### src/rtl/mat_mult_pkg.sv
// Shared defaults, FSM state type and packed-stream indexing helpers for mat_mult_seq.
package mat_mult_pkg;

  localparam int MM_N      = 3;
  localparam int MM_DATA_W = 16;
  localparam int MM_ACC_W  = 32;

  typedef enum logic [1:0] {
    IDLE = 2'd0,
    MAC  = 2'd1,
    DONE = 2'd2
  } state_t;

  function automatic int elem_idx(input int r, input int c, input int n);
    return r * n + c;
  endfunction

  // Element (0,0) sits in the MSBs of a packed stream.
  function automatic int elem_lsb(input int r, input int c, input int n, input int w);
    return (n * n - 1 - elem_idx(r, c, n)) * w;
  endfunction

endpackage

### src/rtl/mac_unit.sv
// Combinational multiply-accumulate: acc_next_o = acc_i + a_i*b_i, wrapping at ACC_W bits.
// Two's-complement operands when MAT_MULT_SEQ_SIGNED_EN is defined, unsigned otherwise.
module mac_unit #(
  parameter int DATA_W = 16,
  parameter int ACC_W  = 32
) (
  input  logic [DATA_W-1:0] a_i,
  input  logic [DATA_W-1:0] b_i,
  input  logic [ACC_W-1:0]  acc_i,
  output logic [ACC_W-1:0]  acc_next_o
);

  logic [2*DATA_W-1:0] a_x;
  logic [2*DATA_W-1:0] b_x;
  logic [2*DATA_W-1:0] prod;

`ifdef MAT_MULT_SEQ_SIGNED_EN
  // Low 2*DATA_W bits of the product of sign-extended operands equal the signed product.
  assign a_x        = {{DATA_W{a_i[DATA_W-1]}}, a_i};
  assign b_x        = {{DATA_W{b_i[DATA_W-1]}}, b_i};
  assign prod       = a_x * b_x;
  assign acc_next_o = acc_i + ACC_W'($signed(prod));
`else
  assign a_x        = {{DATA_W{1'b0}}, a_i};
  assign b_x        = {{DATA_W{1'b0}}, b_i};
  assign prod       = a_x * b_x;
  assign acc_next_o = acc_i + ACC_W'(prod);
`endif

endmodule

### src/rtl/mat_mult_seq.sv
// Sequential NxN matrix multiplier: one shared MAC, N^3 cycles per job, result held until accepted.
// Optional MAT_MULT_SEQ_SIGNED_EN selects two's-complement arithmetic in the MAC.
module mat_mult_seq
  import mat_mult_pkg::*;
#(
  parameter int N      = MM_N,
  parameter int DATA_W = MM_DATA_W,
  parameter int ACC_W  = MM_ACC_W
) (
  input  logic                    clk,
  input  logic                    rst,
  input  logic                    abort,
  input  logic                    in_valid,
  output logic                    in_ready,
  input  logic [N*N*DATA_W-1:0]   matrix_a_stream,
  input  logic [N*N*DATA_W-1:0]   matrix_b_stream,
  output logic                    out_valid,
  input  logic                    out_ready,
  output logic [N*N*ACC_W-1:0]    matrix_c_stream,
  output logic                    busy
);

  localparam int NN = N * N;
  localparam int IW = $clog2(N);

  state_t                state_q, state_d;
  logic [NN*DATA_W-1:0]  a_q, a_d;
  logic [NN*DATA_W-1:0]  b_q, b_d;
  logic [NN*ACC_W-1:0]   c_q, c_d;
  logic [ACC_W-1:0]      acc_q, acc_d;
  logic [IW-1:0]         i_q, i_d;
  logic [IW-1:0]         j_q, j_d;
  logic [IW-1:0]         k_q, k_d;

  logic [DATA_W-1:0]     a_el;
  logic [DATA_W-1:0]     b_el;
  logic [ACC_W-1:0]      acc_next;
  logic                  last_i, last_j, last_k;

  assign a_el = a_q[elem_lsb(int'(i_q), int'(k_q), N, DATA_W) +: DATA_W];
  assign b_el = b_q[elem_lsb(int'(k_q), int'(j_q), N, DATA_W) +: DATA_W];

  mac_unit #(
    .DATA_W (DATA_W),
    .ACC_W  (ACC_W)
  ) u_mac (
    .a_i        (a_el),
    .b_i        (b_el),
    .acc_i      (acc_q),
    .acc_next_o (acc_next)
  );

  assign last_i = (i_q == IW'(N - 1));
  assign last_j = (j_q == IW'(N - 1));
  assign last_k = (k_q == IW'(N - 1));

  always_comb begin
    state_d = state_q;
    a_d     = a_q;
    b_d     = b_q;
    c_d     = c_q;
    acc_d   = acc_q;
    i_d     = i_q;
    j_d     = j_q;
    k_d     = k_q;

    if (abort) begin
      // C keeps whatever was written so far; only the job state is dropped.
      state_d = IDLE;
      acc_d   = '0;
      i_d     = '0;
      j_d     = '0;
      k_d     = '0;
    end else begin
      unique case (state_q)
        IDLE: begin
          if (in_valid) begin
            a_d     = matrix_a_stream;
            b_d     = matrix_b_stream;
            acc_d   = '0;
            i_d     = '0;
            j_d     = '0;
            k_d     = '0;
            state_d = MAC;
          end
        end
        MAC: begin
          if (!last_k) begin
            acc_d = acc_next;
            k_d   = k_q + 1'b1;
          end else begin
            c_d[elem_lsb(int'(i_q), int'(j_q), N, ACC_W) +: ACC_W] = acc_next;
            acc_d = '0;
            k_d   = '0;
            if (last_j) begin
              j_d = '0;
              if (last_i) begin
                i_d     = '0;
                state_d = DONE;
              end else begin
                i_d = i_q + 1'b1;
              end
            end else begin
              j_d = j_q + 1'b1;
            end
          end
        end
        DONE: begin
          if (out_ready) state_d = IDLE;
        end
        default: state_d = IDLE;
      endcase
    end
  end

  always_ff @(posedge clk) begin
    if (rst) begin
      state_q <= IDLE;
      a_q     <= '0;
      b_q     <= '0;
      c_q     <= '0;
      acc_q   <= '0;
      i_q     <= '0;
      j_q     <= '0;
      k_q     <= '0;
    end else begin
      state_q <= state_d;
      a_q     <= a_d;
      b_q     <= b_d;
      c_q     <= c_d;
      acc_q   <= acc_d;
      i_q     <= i_d;
      j_q     <= j_d;
      k_q     <= k_d;
    end
  end

  assign in_ready        = (state_q == IDLE);
  assign out_valid       = (state_q == DONE);
  assign busy            = (state_q != IDLE);
  assign matrix_c_stream = c_q;

endmodule

### config.mk
export PLATFORM = sky130hd
export DESIGN_NAME = mat_mult_seq
export DESIGN_NICKNAME = d
export VERILOG_FILES = /design/src/rtl/mat_mult_pkg.sv /design/src/rtl/mac_unit.sv /design/src/rtl/mat_mult_seq.sv
export SDC_FILE = /design/constraint.sdc
export NUM_CORES = 2
export LEC_CHECK = 0
export ABC_AREA = 1
export ABC_CLOCK_PERIOD_IN_PS = 9390
export BUFFER_PORTS_ARGS = -buffer_cell sky130_fd_sc_hd__buf_4
export CAP_MARGIN = 15
export CORE_ASPECT_RATIO = 1.25
export CORE_MARGIN = 5
export CORE_UTILIZATION = 34
export DETAILED_ROUTE_END_ITERATION = 8
export PLACE_DENSITY = 0.55
export SLEW_MARGIN = 10
export SYNTH_ARGS = -nofsm -noshare
export SYNTH_HDL_FRONTEND = slang
export SYNTH_HIERARCHICAL = 1
export SYNTH_SLANG_ARGS = --single-unit
### constraint.sdc
create_clock -name clk -period 9.39 [get_ports clk]
set_clock_uncertainty 0.15 [all_clocks]
set_input_delay 0.4695 -clock clk [delete_from_list [all_inputs] [get_ports clk]]
set_output_delay 0.4695 -clock clk [all_outputs]
set_load 0.03 [all_outputs]
; After elaboration in Yosys (flattened, before gate mapping)
; Index checks and enable logic that the tools add are counted.
[word_totals]
register_bits = 616
input_bits = 293
out_inout_bits = 291
word_cells = 67
[op_classes]
n_addsub = 11
mul = 3
eq_ne = 10
n_shift = 4
mux = 20
bitwise = 1
n_reduce_logical = 10
[ops]
columns = operator, count
row1 = bitwise mux 288 bit, 1
row2 = "variable shift 32 x 33 -> 288 bit, first input constant", 1
row3 = indexed part select 32 x 33 -> 288 bit, 1
row4 = indexed part select 144 x 10 -> 16 bit, 1
row5 = indexed part select 144 x 32 -> 16 bit, 1
row6 = 2-to-1 mux 32 bit, 2
row7 = one-hot mux 32 bit (2 select lines), 1
row8 = negator 11 -> 33 bit, 1
row9 = adder 32 bit, 1
row10 = multiplier 16 x 16 -> 32 bit, 1
row11 = "subtractor 5 x 28 -> 28 bit, first input constant", 1
row12 = 2-to-1 mux 2 bit, 12
row13 = adder 4 x 2 -> 5 bit, 3
row14 = one-hot mux 2 bit (2 select lines), 3
row15 = "subtractor 4 x 5 -> 6 bit, first input constant", 2
row16 = AND reduction 3 bit, 3
row17 = "== test 2 bit, second input constant", 4
row18 = "multiplier 2 x 2 -> 4 bit, second input constant", 2
row19 = "inequality test 2 bit, second input constant", 4
row20 = "adder 2 x 1 -> 2 bit, second input constant", 3
row21 = one-hot mux 2 bit (3 select lines), 1
row22 = AND reduction 5 bit, 1
row23 = AND reduction 4 bit, 1
row24 = nonzero test 2 bit, 2
row25 = 6 further kinds, 6

; Logic depth before layout (Yosys ltp)
[logic_depth]
depth_word = 8
mapped_depth = 48
ltp_nobuf = 45

; By module
; The synthesis kept the hierarchy.
[by_module_without_submodules]
columns = mod, instances, cells_per_inst, area_each_um2, seq_area_each_um2
row1 = mat_mult_seq, 1, 4264, 28342.2, 12331.8
row2 = mac_unit, 1, 1510, 10488.8, 0.0

; Worst setup path before layout
; No wires, ideal clock.
[synth_path]
path_type = register to register
startpoint = register k_q[0]
endpoint = register c_q[210] (netlist: matrix_c_stream[210])
setup_ps = 64
arrival_ps = 8216
required_ps = 9176
setup_slack_ps = 960
stages_incl_launch_ff = 39
n_path_buf = 4
synth_period_minus_slack_ps = 8430
path_cell_list = dfxtp_1 > ha_1 > ha_1 > inv_1 > ha_1 > fa_1 > inv_1 > ha_1 > clkbuf_1 > nor2_1 > clkbuf_1 > nand4_1 > a21oi_1 > clkbuf_1 > clkbuf_1 > nand2_1 > fa_1 > inv_1 > [3 not listed] > inv_1 > fa_1 > fa_1 > inv_1 > fa_1 > inv_1 > ha_1 > nand2_2 > nor2_1 > and2_1 > a21oi_1 > xnor2_1 > nand3_1 > nor2_1 > nand3_1 > nand3_1 > nand2_1 > nor2_1
[synth_via]
elab_chain_len = 8
elab_cells_between_ends = 13
cone_classes = add/sub: 5 / mul: 2 / eq/ne: 1 / shift: 3 / mux: 1 / reduce/logical: 1
[synth_lines]
columns = item, line_no
row1 = from (decl), mat_mult_seq.sv:33  ; logic [IW-1:0] k_q, k_d;
row2 = from (signal assigned), mat_mult_seq.sv:134  ; k_q <= k_d;
row3 = multiplier 2 x 2 -> 4 bit, mat_mult_pkg.sv:15  ; return r * n + c;
row4 = adder 4 x 2 -> 5 bit, mat_mult_pkg.sv:15
row5 = subtractor 4 x 5 -> 6 bit, mat_mult_pkg.sv:20  ; return (n * n - 1 - elem_idx(r, c, n)) * w;
row6 = indexed part select 144 x 10 -> 16 bit, mat_mult_seq.sv:41  ; assign b_el = b_q[elem_lsb(int'(k_q), int'(j_q), N, DATA_W) +: DATA_W];
row7 = via b_el[9], mat_mult_seq.sv:36  ; logic [DATA_W-1:0] b_el;
row8 = multiplier 16 x 16 -> 32 bit, mac_unit.sv:26  ; assign prod = a_x * b_x;
row9 = adder 32 bit, mac_unit.sv:27  ; assign acc_next_o = acc_i + ACC_W'(prod);
row10 = via acc_next[18], mat_mult_seq.sv:37  ; logic [ACC_W-1:0] acc_next;
row11 = indexed part select 32 x 33 -> 288 bit, mat_mult_seq.sv:92  ; c_d[elem_lsb(int'(i_q), int'(j_q), N, ACC_W) +: ACC_W] = acc_next;
row12 = bitwise mux 288 bit, mat_mult_seq.sv:92
row13 = to (signal assigned), mat_mult_seq.sv:121  ; c_q <= '0;
row14 = to (signal assigned), mat_mult_seq.sv:130  ; c_q <= c_d;
row15 = to (decl), mat_mult_seq.sv:29  ; logic [NN*ACC_W-1:0] c_q, c_d;
; The timed path passes the listed nets, and every way through them passes these cells.
; A chain may end at the register's enable or synchronous reset.

; Worst setup path in the final report
[layout_path]
startpoint = register j_q[1]
endpoint = register c_q[236] (netlist: matrix_c_stream[236])
[layout_via]
elab_chain_len = 7
elab_cells_between_ends = 11
cone_classes = add/sub: 6 / mul: 1 / shift: 3 / mux: 1
[layout_lines]
columns = item, line_no
row1 = from (decl), mat_mult_seq.sv:32  ; logic [IW-1:0] j_q, j_d;
row2 = from (signal assigned), mat_mult_seq.sv:133  ; j_q <= j_d;
row3 = adder 4 x 2 -> 5 bit, mat_mult_pkg.sv:15
row4 = subtractor 4 x 5 -> 6 bit, mat_mult_pkg.sv:20
row5 = indexed part select 144 x 10 -> 16 bit, mat_mult_seq.sv:41
row6 = via b_el[5], mat_mult_seq.sv:36
row7 = multiplier 16 x 16 -> 32 bit, mac_unit.sv:26
row8 = adder 32 bit, mac_unit.sv:27
row9 = via acc_next[12], mat_mult_seq.sv:37
row10 = indexed part select 32 x 33 -> 288 bit, mat_mult_seq.sv:92
row11 = bitwise mux 288 bit, mat_mult_seq.sv:92
; The timed path passes the listed nets, and every way through them passes these cells.

==> results.yml <==
power_and_ir_drop:
  total_power_mw: 10.6
  power.ir.vdd_worst_mv: 0.180
  leakage_nw: 24.5
  power-per-cell-area_nw_per_um2: 209
clock_network:
  htree_levels: 3
  ctsRootBufferMaster: "sky130_fd_sc_hd__clkbuf_16"
  tritoncts.num_buffers: 71
  max-clock-path-buffers: 3
  clk_transition_reported_paths_ns: 0.07
  worstSkewPairLatency_ns: 0.70
  clkSinkCount: 616
  clock_tree_from_tritoncts: "yes"
synthesis:
  post_synth_inst_count: 5774
  syn-num-nets: 6420
  synthTopCellsByArea: "sky130_fd_sc_hd__dfxtp_1 32%, sky130_fd_sc_hd__nor2_1 12%, sky130_fd_sc_hd__fa_1 12%"
  synthesis.area_per_instance_sq_um: 6.73
  synth_top_cell_area_share_pct: 31.8
  netlist-cell-type-count: 44
  mappedNetlistArea_sq_um: 38800
  ys_ff_latch: 616
  synth.yosys.seq_area_share_pct: 31.8
  synth_top_cell_by_area: "sky130_fd_sc_hd__dfxtp_1"
  synth-warning-count: 6
worst_setup_path:
  setup.reg_to_reg.worst_slack_ns: 0.40
  critPathMostFrequentCell: "sky130_fd_sc_hd__fa_1"
  cp-start-kind: "register"
  critPathArrivalTime_ns: 9.44
  path_max_fanout: 32
  worstReg2RegEnd: "matrix_c_stream[236]"
  critical-path-max-stage-delay_ns: 0.55
  r2r.worst_path.cells: 35
  worst_setup_path_end_kind: "register"
  crit_slowest_cell: "sky130_fd_sc_hd__fa_1"
  critical_path_required_ns: 9.84
  worstReg2RegStart: "j_q[1]"
  crit_type: "register to register"
global_route:
  globalRouteOverflowTotal: 0
  vias_in_the_first_global_route: 40304
  maximum_number_of_pins_on_one_net_before_global_route_repair: 207
  wire_length_of_the_first_global_routing_pass_um: 243000
  initial_antenna_violation_count: 5
  total_global_routing_track_utilization_pct: 25.5
finish:
  fin_nets: 7123
  mostFrequentLayoutCell: "sky130_fd_sc_hd__nor2_1"
  area_growth_pct: 30.6
  mostFrequentLayoutCells: "1254 x sky130_fd_sc_hd__nor2_1, 1105 x sky130_fd_sc_hd__nand2_1, 722 x sky130_fd_sc_hd__buf_4"
  share_of_post_route_cells_with_drive_strength_above_1_pct: 15.2
  area_taken_by_multi_input_logic_gates_sq_um: 22500
  fill_cells: 11703
  layout.area.seq_sq_um: 12300
die:
  io-pin-count: 584
  die_w_um: 312
  die-height_um: 388
  num_rows: 138
  initial_utilization_pct: 34.3
  fp.coreArea_sq_um: 113000
  die_area_sq_um: 121000
sta:
  finalCriticalPeriod_ns: 8.99
  minimum_hold_slack_ns: 0.0936
  minimum_setup_slack_in_the_final_design_ns: 0.401
  worstMarginPinSlew_ns: 1.20
  final-max-slew-violation-count: 0
  timing.fmax_mhz: 111
  finalSetupViolCount: 0
  period_share_pct: 95.7
  grt_setup_unrepaired: "yes"
  final_number_of_hold_violating_endpoints: 0
  max-slew-margin-rel_pct: 19.7
detailed_routing:
  first_pass_iters: 6
  drcViolationCount: 0
  via_per_inst: 5.03
  antenna_violating_nets_post_route: 0
  detail_route.wirelength_um: 159000
  route.vias.total: 40233
  routedWlPerCell_um: 19.9
  drt_iter0_markers: 3437
place:
  hpwlAfterDp_um: 114000
  portBuffers: 583
  place_worst_setup_slack_ns: 0.0129
  finalWeightedCongestion: 0.894
run_status:
  status: "finished, final reports clean"
worst_hold_path:
  min_path_cells: 4
  hold_path_class: "input port to register"
  hold_path_startpoint: "out_ready"
  min_to: "state_q[1]"
run:
  max_cap_violations: 0
-- stage by stage --
step / TNS (ns) / cell area [sq um] / utilization [%] / cells
floorplan: 0 / 38800 / - / 5774
global placement: 0 / 44900 / 39.7 / 7579
detailed placement: 0 / 44900 / 39.7 / 7579
CTS: 0 / 50300 / 44.4 / 7997
global route: -0.0395 / 50700 / 44.8 / 8005
finish: 0 / 50700 / 44.8 / 8005
-- critical path: cells and delay by family (launching register included) --
family	cells	cell delay (ns)
simple gates	12	1.67
buf+inv	8	0.97
flops	1	0.34
fa+ha+maj	11	4.72
compound gates	3	0.73
xor+xnor	1	0.31
-- cell type report --
cell class | count | share of cell area (%)
multi-input cells | 4045 | 44.4
clock inverters | 27 | 0.864
well taps | 1470 | 3.63
repair buffers | 1046 | 17.5
flip-flops and latches | 616 | 24.3
clock buffers | 100 | 4.08
inverters | 697 | 5.19
diodes | 4 | 0.0197
-- where the power goes --
group / internal (mW) / switching, mW
combinational: 1.58 / 3.20
clock: 1.79 / 1.24
sequential: 2.72 / 0.0578
-- kinds of logic (layout without fill, tap and decap cells) --
family | Yosys count | after routing | share of synthesized area, %
other cells | 0 | 4 | 0
flops | 616 | 616 | 31.8
simple gates | 2899 | 2899 | 30.2
compound gates | 774 | 774 | 10.7
fa+ha+maj | 353 | 353 | 15.8
buf+inv | 1113 | 1870 | 11.1
xor+xnor | 19 | 19 | 0.448
-- synthesized netlist by cell type --
cell type / instances
sky130_fd_sc_hd__or2_2: 1
sky130_fd_sc_hd__clkbuf_1: 307
sky130_fd_sc_hd__xor2_1: 13
sky130_fd_sc_hd__nand2_2: 13
sky130_fd_sc_hd__a21oi_2: 1
sky130_fd_sc_hd__nand3b_4: 3
sky130_fd_sc_hd__a32o_1: 2
sky130_fd_sc_hd__a22oi_1: 3
sky130_fd_sc_hd__o221ai_1: 34
sky130_fd_sc_hd__nand3_1: 408
sky130_fd_sc_hd__o21bai_1: 2
sky130_fd_sc_hd__and3_1: 1
sky130_fd_sc_hd__a211oi_1: 6
sky130_fd_sc_hd__nand3_2: 7
sky130_fd_sc_hd__ha_1: 124
sky130_fd_sc_hd__and2_1: 1
sky130_fd_sc_hd__a21oi_1: 299
sky130_fd_sc_hd__xnor2_2: 1
sky130_fd_sc_hd__nand2_1: 1113
sky130_fd_sc_hd__buf_1: 28
sky130_fd_sc_hd__nor3_4: 1
sky130_fd_sc_hd__buf_2: 70
sky130_fd_sc_hd__o21ai_0: 394
sky130_fd_sc_hd__nor2_4: 4
sky130_fd_sc_hd__dfxtp_1: 616
sky130_fd_sc_hd__a31oi_1: 2
sky130_fd_sc_hd__buf_6: 2
sky130_fd_sc_hd__nand4_1: 27
sky130_fd_sc_hd__nor2_1: 1289
sky130_fd_sc_hd__inv_1: 685
sky130_fd_sc_hd__nor3_2: 1
sky130_fd_sc_hd__a32oi_1: 24
sky130_fd_sc_hd__buf_4: 9
sky130_fd_sc_hd__nand3_4: 2
sky130_fd_sc_hd__inv_2: 12
sky130_fd_sc_hd__a21o_1: 2
sky130_fd_sc_hd__fa_1: 229
sky130_fd_sc_hd__nor3_1: 19
sky130_fd_sc_hd__nor2_8: 1
sky130_fd_sc_hd__o22ai_1: 2
sky130_fd_sc_hd__nor2_2: 8
sky130_fd_sc_hd__xnor2_1: 5
sky130_fd_sc_hd__o21ai_1: 2
sky130_fd_sc_hd__o21ai_2: 1
-- timing repair --
action,4_1_cts,5_1_grt
hold endpoints to repair,290,0
pin swaps,0,7
hold buffers,291,0
gates resized for setup,1,81
setup buffers,0,4
endpoints found under the setup margin,4,138
-- sequential cells by signal (all words and copies together) (netlist names) --
signal	flops
k_q	2
a_q	144
b_q	144
acc_q	32
i_q	2
j_q	2
matrix_c_stream	288
state_q	2
-- layer usage --
layer  up-vias  global-route usage [%]  wire length (um)
met5         -                       0                 0
met4         0                    14.7             10600
met3       382                    3.96              9490
met2      1468                    43.8             76600
met1     19052                    30.2             62400
li1      19331                       -                 -
-- worst max path at each step --
stage                     startpoint              endpoint  slack [ns]
after floorplan               k_q[0]  matrix_c_stream[210]        0.96
after global placement        i_q[0]   matrix_c_stream[61]       0.008
after detailed placement      i_q[0]   matrix_c_stream[61]        0.01
after CTS                     i_q[0]  matrix_c_stream[281]        0.05
after global routing          j_q[1]   matrix_c_stream[94]       -0.01
final                         j_q[1]  matrix_c_stream[236]        0.40
No activity file was read; power rests on OpenSTA's default activity.
